--- src/rtl/match_sequencer.sv ---
// Match flow controller for a two-player paddle game: serve, rally, pause, scoring and game over.
// Optional build macro MATCH_WIN_BY_TWO_EN requires a two-point lead to win (a point from 99 always wins).
module match_sequencer #(
  parameter int unsigned WIN_SCORE   = 11,
  parameter int unsigned SERVE_TICKS = 50
) (
  input  logic       clk100Hz,
  input  logic       reset,
  input  logic       p1_ready,
  input  logic       p2_ready,
  input  logic       pause_sw,
  input  logic       point_p1,
  input  logic       point_p2,
  input  logic [1:0] rnd_dir,
  output logic [2:0] state,
  output logic       ball_run,
  output logic       serve_load,
  output logic       serve_dx_neg,
  output logic       serve_dy_neg,
  output logic [3:0] s1_tens,
  output logic [3:0] s1_ones,
  output logic [3:0] s2_tens,
  output logic [3:0] s2_ones,
  output logic [1:0] winner
);

  typedef enum logic [2:0] {
    IDLE   = 3'b000,
    RALLY  = 3'b001,
    PAUSED = 3'b010,
    OVER   = 3'b011,
    SERVE  = 3'b100
  } state_t;

  localparam logic [6:0] WIN7      = 7'(WIN_SCORE);
  localparam logic [6:0] MAX_SCORE = 7'd99;
  localparam logic [7:0] TICKS_M1  = 8'(SERVE_TICKS - 1);

  state_t     state_q, state_d;
  logic [7:0] cnt_q, cnt_d;
  logic [6:0] sc1_q, sc1_d, sc2_q, sc2_d;
  logic [1:0] win_q, win_d;
  logic       load_q, load_d;
  logic       dx_q, dx_d, dy_q, dy_d;

  logic [6:0] inc1, inc2;
  logic       win1, win2;
  logic       enter_serve;

  assign inc1 = (sc1_q == MAX_SCORE) ? MAX_SCORE : sc1_q + 7'd1;
  assign inc2 = (sc2_q == MAX_SCORE) ? MAX_SCORE : sc2_q + 7'd1;

`ifdef MATCH_WIN_BY_TWO_EN
  logic signed [7:0] lead1, lead2;
  assign lead1 = $signed({1'b0, inc1}) - $signed({1'b0, sc2_q});
  assign lead2 = $signed({1'b0, inc2}) - $signed({1'b0, sc1_q});
  // Saturation freezes the lead at 99, so any point scored from 99 decides the game.
  assign win1  = (inc1 >= WIN7) && ((lead1 >= 8'sd2) || (sc1_q == MAX_SCORE));
  assign win2  = (inc2 >= WIN7) && ((lead2 >= 8'sd2) || (sc2_q == MAX_SCORE));
`else
  assign win1  = (inc1 >= WIN7);
  assign win2  = (inc2 >= WIN7);
`endif

  always_comb begin
    state_d     = state_q;
    cnt_d       = cnt_q;
    sc1_d       = sc1_q;
    sc2_d       = sc2_q;
    win_d       = win_q;
    load_d      = 1'b0;
    dx_d        = dx_q;
    dy_d        = dy_q;
    enter_serve = 1'b0;

    unique case (state_q)
      IDLE: if (p1_ready && p2_ready) enter_serve = 1'b1;
      SERVE: begin
        if (cnt_q == TICKS_M1) begin
          state_d = RALLY;
          cnt_d   = '0;
        end else begin
          cnt_d = cnt_q + 8'd1;
        end
      end
      RALLY: begin
        if (point_p1) begin
          sc1_d = inc1;
          if (win1) begin
            state_d = OVER;
            win_d   = 2'b01;
          end else begin
            enter_serve = 1'b1;
          end
        end else if (point_p2) begin
          sc2_d = inc2;
          if (win2) begin
            state_d = OVER;
            win_d   = 2'b10;
          end else begin
            enter_serve = 1'b1;
          end
        end else if (pause_sw) begin
          state_d = PAUSED;
        end
      end
      PAUSED: if (!pause_sw) state_d = RALLY;
      OVER: begin
        if (p1_ready && p2_ready) begin
          state_d = IDLE;
          sc1_d   = '0;
          sc2_d   = '0;
          win_d   = '0;
        end
      end
      default: state_d = IDLE;
    endcase

    // Direction is latched on the entry edge so it is valid alongside serve_load.
    if (enter_serve) begin
      state_d = SERVE;
      cnt_d   = '0;
      load_d  = 1'b1;
      dx_d    = rnd_dir[0];
      dy_d    = rnd_dir[1];
    end
  end

  always_ff @(posedge clk100Hz) begin
    if (reset) begin
      state_q <= IDLE;
      cnt_q   <= '0;
      sc1_q   <= '0;
      sc2_q   <= '0;
      win_q   <= '0;
      load_q  <= 1'b0;
      dx_q    <= 1'b0;
      dy_q    <= 1'b0;
    end else begin
      state_q <= state_d;
      cnt_q   <= cnt_d;
      sc1_q   <= sc1_d;
      sc2_q   <= sc2_d;
      win_q   <= win_d;
      load_q  <= load_d;
      dx_q    <= dx_d;
      dy_q    <= dy_d;
    end
  end

  assign state        = state_q;
  assign ball_run     = (state_q == RALLY);
  assign serve_load   = load_q;
  assign serve_dx_neg = dx_q;
  assign serve_dy_neg = dy_q;
  assign winner       = win_q;
  assign s1_tens      = 4'(sc1_q / 7'd10);
  assign s1_ones      = 4'(sc1_q % 7'd10);
  assign s2_tens      = 4'(sc2_q / 7'd10);
  assign s2_ones      = 4'(sc2_q % 7'd10);

endmodule

--- config.mk ---
export PLATFORM = sky130hd
export DESIGN_NAME = match_sequencer
export DESIGN_NICKNAME = d
export VERILOG_FILES = /design/src/rtl/match_sequencer.sv
export SDC_FILE = /design/constraint.sdc
export NUM_CORES = 1
export LEC_CHECK = 0
export CAP_MARGIN = 20
export CORE_MARGIN = 2
export CORE_UTILIZATION = 55
export CTS_CLUSTER_SIZE = 12
export DETAILED_ROUTE_END_ITERATION = 7
export HOLD_SLACK_MARGIN = 0.02
export PLACE_DENSITY = 0.9
export SLEW_MARGIN = 40
export SYNTH_ARGS = -nofsm -noshare
export SYNTH_HDL_FRONTEND = slang
export SYNTH_SLANG_ARGS = --single-unit
--- constraint.sdc ---
create_clock -name clk100Hz -period 3.2 [get_ports clk100Hz]
set_clock_uncertainty 0.15 [all_clocks]
set_input_delay 0.32 -clock clk100Hz [delete_from_list [all_inputs] [get_ports clk100Hz]]
set_output_delay 0.32 -clock clk100Hz [all_outputs]
set_load 0.005 [all_outputs]
# Word level (Yosys, flattened, before mapping)
# Index checks and enable logic that the tools add are counted.
dict set report classes {
  addsub 3
  div_mod_pow 4
  n_lt_le_gt_ge 2
  n_eq_ne 25
  mux 32
  n_bitwise 1
  n_reduce_logical 9
}
# operator n
set ops {}
lappend ops {{two-way mux 7 bit} 6}
lappend ops {{one-hot mux 7 bit (2 select lines)} 2}
lappend ops {{two-way mux 3 bit} 9}
lappend ops {{one-hot mux 3 bit (5 select lines)} 1}
lappend ops {{adder 7 x 1 -> 7 bit (second input constant)} 2}
lappend ops {{divider 7 x 4 -> 7 bit (second input constant)} 2}
lappend ops {{== test 7 bit (second input constant)} 2}
lappend ops {{>= comparator 7 x 4 -> 1 bit (second input constant)} 2}
lappend ops {{modulo 7 x 4 -> 7 bit (second input constant)} 2}
lappend ops {{!= test 2 bit (second input constant)} 7}
lappend ops {{AND reduction 7 bit} 2}
lappend ops {{!= test 3 bit (second input constant)} 4}
lappend ops {{two-way mux 2 bit} 5}
lappend ops {{adder 8 x 1 -> 8 bit (second input constant)} 1}
lappend ops {{== test 8 x 6 -> 1 bit (second input constant)} 1}
lappend ops {{two-way mux 8 bit} 1}
lappend ops {{== test 3 x 2 -> 1 bit (second input constant)} 2}
lappend ops {{two-way mux 1 bit} 6}
lappend ops {{!= test 3 x 2 -> 1 bit (second input constant)} 2}
lappend ops {{!= test 5 x 3 -> 1 bit (second input constant)} 1}
lappend ops {{!= test 5 x 4 -> 1 bit (second input constant)} 1}
lappend ops {{AND reduction 5 bit} 1}
lappend ops {{!= test 4 x 2 -> 1 bit (second input constant)} 1}
lappend ops {{!= test 4 x 3 -> 1 bit (second input constant)} 1}
lappend ops {{other kinds (12)} 12}
dict set report word_totals {
  regBits 30
  input_bits 9
  out_inout_bits 25
}

# Logic depth before layout (Yosys ltp)
dict set report depth {
  ltp_word 9
  mapped_depth 15
  depth_no_buf 13
}

# Least setup slack after synthesis
# Ideal clock, no wire load.
dict set report synth_timing {
  path_kind {register to output}
  startpoint {register sc1_q[2]}
  endpoint {output s1_ones[2]}
  arrival_ps 2428
  required_ps 2730
  slack_ps 302
  path_stages_with_launch 14
  path_buffers 2
  cell_sequence {dfxtp_1 or2_1 buf_2 o22ai_1 a21oi_1 inv_1 a31oi_1 ha_1 buf_2 inv_1 a21oi_1 o22ai_1 a211oi_2 mux2i_1}
}
dict set report synth_via {
  elab_chain_cells 1
}
# item line
set synth_lines {}
lappend synth_lines {{start, declared} 41} ;# logic [6:0] sc1_q, sc1_d, sc2_q, sc2_d;
lappend synth_lines {{start signal, assigned} 133} ;# sc1_q <= '0;
lappend synth_lines {{start signal, assigned} 142} ;# sc1_q <= sc1_d;
lappend synth_lines {{modulo 7 x 4 -> 7 bit} 158} ;# assign s1_ones = 4'(sc1_q % 7'd10);
lappend synth_lines {{end, declared} 21} ;# output logic [3:0] s1_ones,
# Every way passes these cells.

# Worst setup path after layout
dict set report layout_timing {
  startpoint {register sc2_q[4]}
  endpoint {output s2_ones[1]}
}
dict set report layout_via {
  elab_chain_cells 1
}
# item line
set layout_lines {}
lappend layout_lines {{start, declared} 41}
lappend layout_lines {{start signal, assigned} 134} ;# sc2_q <= '0;
lappend layout_lines {{start signal, assigned} 143} ;# sc2_q <= sc2_d;
lappend layout_lines {{modulo 7 x 4 -> 7 bit} 160} ;# assign s2_ones = 4'(sc2_q % 7'd10);
lappend layout_lines {{end, declared} 23} ;# output logic [3:0] s2_ones,
# Every way passes these cells.

==> qor.txt <==
Status - finished clean
Hold Path End - winner[0]$_SDFFE_PP0P_
I/O Buffers - 33
Vias in the first global route - 2466
Detailed-route DRC error count - 0
R2r startpoint - sc1_q[4]$_SDFFE_PP0P_
Largest net degree at the start of global routing - 20
Layout Utilization - 73.0%
Most frequent cells in the layout - nor2_1 (42), clkdlybuf4s50_1 (29), buf_4 (29), nand2_1 (28)
Post-synth EDFFs - 0
Endpoints failing setup - 0
Initial antenna violation count - 0
Critical Path Start Type - flip-flop
Sequential fraction of the synthesis area - 23.4%
Crit path required time - 2.73 ns
RSZ-0062 raised after global routing - true
Yosys warning count - 0
Crit end category - primary output
HP Start - winner[0]$_SDFFE_PP0P_
Clock buffer depth - 2
Netlist Area Pre-Place - 0.00257 sq mm
Reg2Reg Depth - 8
Worst path buffer plus inverter count - 1
Drt pass-1 iters - 5
CTS Sinks - 30
Initial DRC count - 98
Sw Share - 25.4%
Slew @ Worst Pin - 0.743 ns
Share of cells above drive strength 1 - 19.4%
Worst EP arrival - 2.63 ns
Total net switching power - 198 uW
Leakage - 0.00119 uW
Flop pwr share - 50.3%
CP peak stage delay - 0.51 ns
Std-Cell Rows - 24
Flops & latches, synth - 30
N_diodes - 0
Pint - 581 uW
Primary FF master, synth - dfxtp_1
Clock Latency Late Sink - 0.28 ns
Worst slew margin - 49.9%
FF-to-FF End - serve_dx_neg$_SDFFE_PP0P_
Die H - 72.3 um
Crit path time final - 3.10 ns
Critical-path top delay cell - clkdlybuf4s50_1
Yosys cell types - 65
Die X - 72.3 um
Initial Util - 58.1%
Max Fanout on Critical Path - 7
Vias/cell - 6.18
Drt total wl - 6710 um
WS Path Type - reg -> out
CP startpoint - sc2_q[4]$_SDFFE_PP0P_
CP delay by family, top - compound AO/OA/AOI/OAI gates
HP Class - reg -> reg
Crit-path cells - nand4bb_1 > o22ai_2 > a21oi_2 > xnor2_2 > ha_2 > a21boi_0 > o21ai_1 > xnor2_1 > clkdlybuf4s50_1
R2R Setup Slk - 0.67 ns
Count of final max-slew check failures - 0
Fillers - 304
Area grow syn2layout - 25.6%
Post-DP Area - 0.00301 sq mm
Die area - 0.00523 sq mm
Most common cell after layout, fill and taps aside - nor2_1
DR WL/cell - 15.1 um
Total vias in the final route - 2738
Clock root cell - clkbuf_8
H-tree depth - 2
Clock share of power - 36.2%
Fin area - 0.00322 sq mm
Power Density - 242 mW/mm^2
Fmax - 0.322 GHz
Final nets - 410
ANT nets after route - 0
Core Footprint - 0.00441 sq mm
Worst hold stages - 2
Post-DP HPWL - 4670 um
Async S/R FF share, synth - 0%
Num CTS Buffers - 5
Logic pwr share - 13.5%
Synth Instances - 345
MaxCap Viol Count - 0
VDD IR max - 0.000322 V
GRT Overall Usage - 25.7%
Worst hold slack - 0.339 ns
Reg clk slew, reported paths - 0.06 ns
First-pass GRT wire length - 10900 um
IO Pins - 34
Final hold vios - 0
Crit share post-route - 97.0%
Routability cong. - 0.921
CTS tree - done
Post-synthesis area per instance - 7.44 sq um
GR Overflow Total - 0
Synth Net Count - 364
-- registers in the layout (all words and copies together), names as in the netlist --
name	cells
cnt_q	8
sc1_q	7
sc2_q	7
serve_dy_neg	1
winner	2
serve_load	1
serve_dx_neg	1
state	3
-- cells by family (layout without fill, tap and decap cells) --
family / Yosys count / count (layout) / synth area share [%]
simple gates: 138 / 138 / 28.0
buf+inv: 44 / 90 / 8.39
mux: 7 / 7 / 2.78
flops: 30 / 30 / 23.4
xor+xnor: 14 / 14 / 4.78
compound gates: 101 / 101 / 27.4
fa+ha+maj: 11 / 11 / 5.27
-- worst max-delay path by stage --
| stage | slack, ns | cells past startpoint | endpoint |
|---|---|---|---|
| finish | 0.1 | 9 | s2_ones[1] |
| floorplan | 0.30 | 13 | s1_ones[2] |
| CTS | -0.01 | 14 | s1_ones[3] |
| detailed placement | -0.08 | 12 | s1_ones[2] |
| global placement | 0.06 | 12 | s1_ones[2] |
| global route | -0.04 | 9 | s2_ones[1] |
-- power by group through the flow --
| stage | logic, uW | clock network [uW] | registers, uW |
|---|---|---|---|
| 2_1_floorplan | 62.4 | 0 | 399 |
| 3_5_place_dp | 103 | 0 | 401 |
| 6_report | 105 | 282 | 392 |
| 4_1_cts | 104 | 285 | 393 |
| 3_3_place_gp | 100 | 0 | 400 |
| 5_1_grt | 114 | 302 | 393 |
-- synthesized netlist by cell type, types with 3 or more instances --
cell type / number / share of area (%)
a21oi_1: 25 / 4.9
inv_1: 20 / 2.9
mux2i_1: 6 / 2.3
nor2_1: 42 / 6.1
dfxtp_1: 30 / 23
buf_4: 5 / 1.5
a21boi_0: 4 / 1.2
a31oi_1: 4 / 0.97
a21o_1: 4 / 1.2
nor3_1: 16 / 3.1
clkbuf_1: 5 / 0.73
xor2_1: 7 / 2.4
nand3_1: 11 / 2.1
and3_1: 4 / 0.97
nand2_1: 28 / 4.1
nor2b_1: 4 / 0.97
xnor2_1: 7 / 2.4
nor3b_1: 3 / 0.88
nand2b_1: 11 / 2.7
o21bai_1: 4 / 1.2
o21ai_0: 27 / 5.3
o22ai_1: 5 / 1.2
buf_2: 9 / 1.8
ha_1: 10 / 4.9
-- layout make-up --
class,instances,area [sq um],share of cell area [%]
multi-input cells,271,1860,57.6
well taps,52,65.1,2.02
repair buffers,62,532,16.5
inverters,21,83.8,2.60
flip-flops and latches,30,609,18.9
clock buffers,7,76.3,2.37
-- per-layer routing --
metal / share of wire, % / wire (um) / track usage [%] / up-vias
met5: 0 / 0 / 0 / -
met4: 1.6 / 105 / 8.18 / 0
met3: 5.6 / 373 / 5.00 / 12
met2: 50 / 3340 / 43.5 / 108
met1: 43 / 2890 / 33.0 / 1296
li1: - / - / - / 1322
-- worst min-delay path, cell delays in order (launching register included) --
cell and delay [ns]:
dfxtp_1 0.31, inv_1 0.05, o32ai_1 0.08
-- through the flow --
step / TNS (ns) / power [uW] / cells / setup slack, ns
final: 0 / 780 / 443 / 0.0954
after CTS: -0.00998 / 782 / 442 / -0.00998
after floorplan: 0 / 462 / 345 / 0.302
after global placement: 0 / 501 / 431 / 0.0580
after detailed placement: -0.0782 / 504 / 431 / -0.0751
after global routing: -0.0641 / 810 / 443 / -0.0421
-- what timing repair did --
item,CTS,global route
gates resized for setup,18,25
pin swaps,6,9
setup endpoints to repair,5,8
hold buffers,0,0
setup buffers,4,1
(Power assumes the default switching activity.)
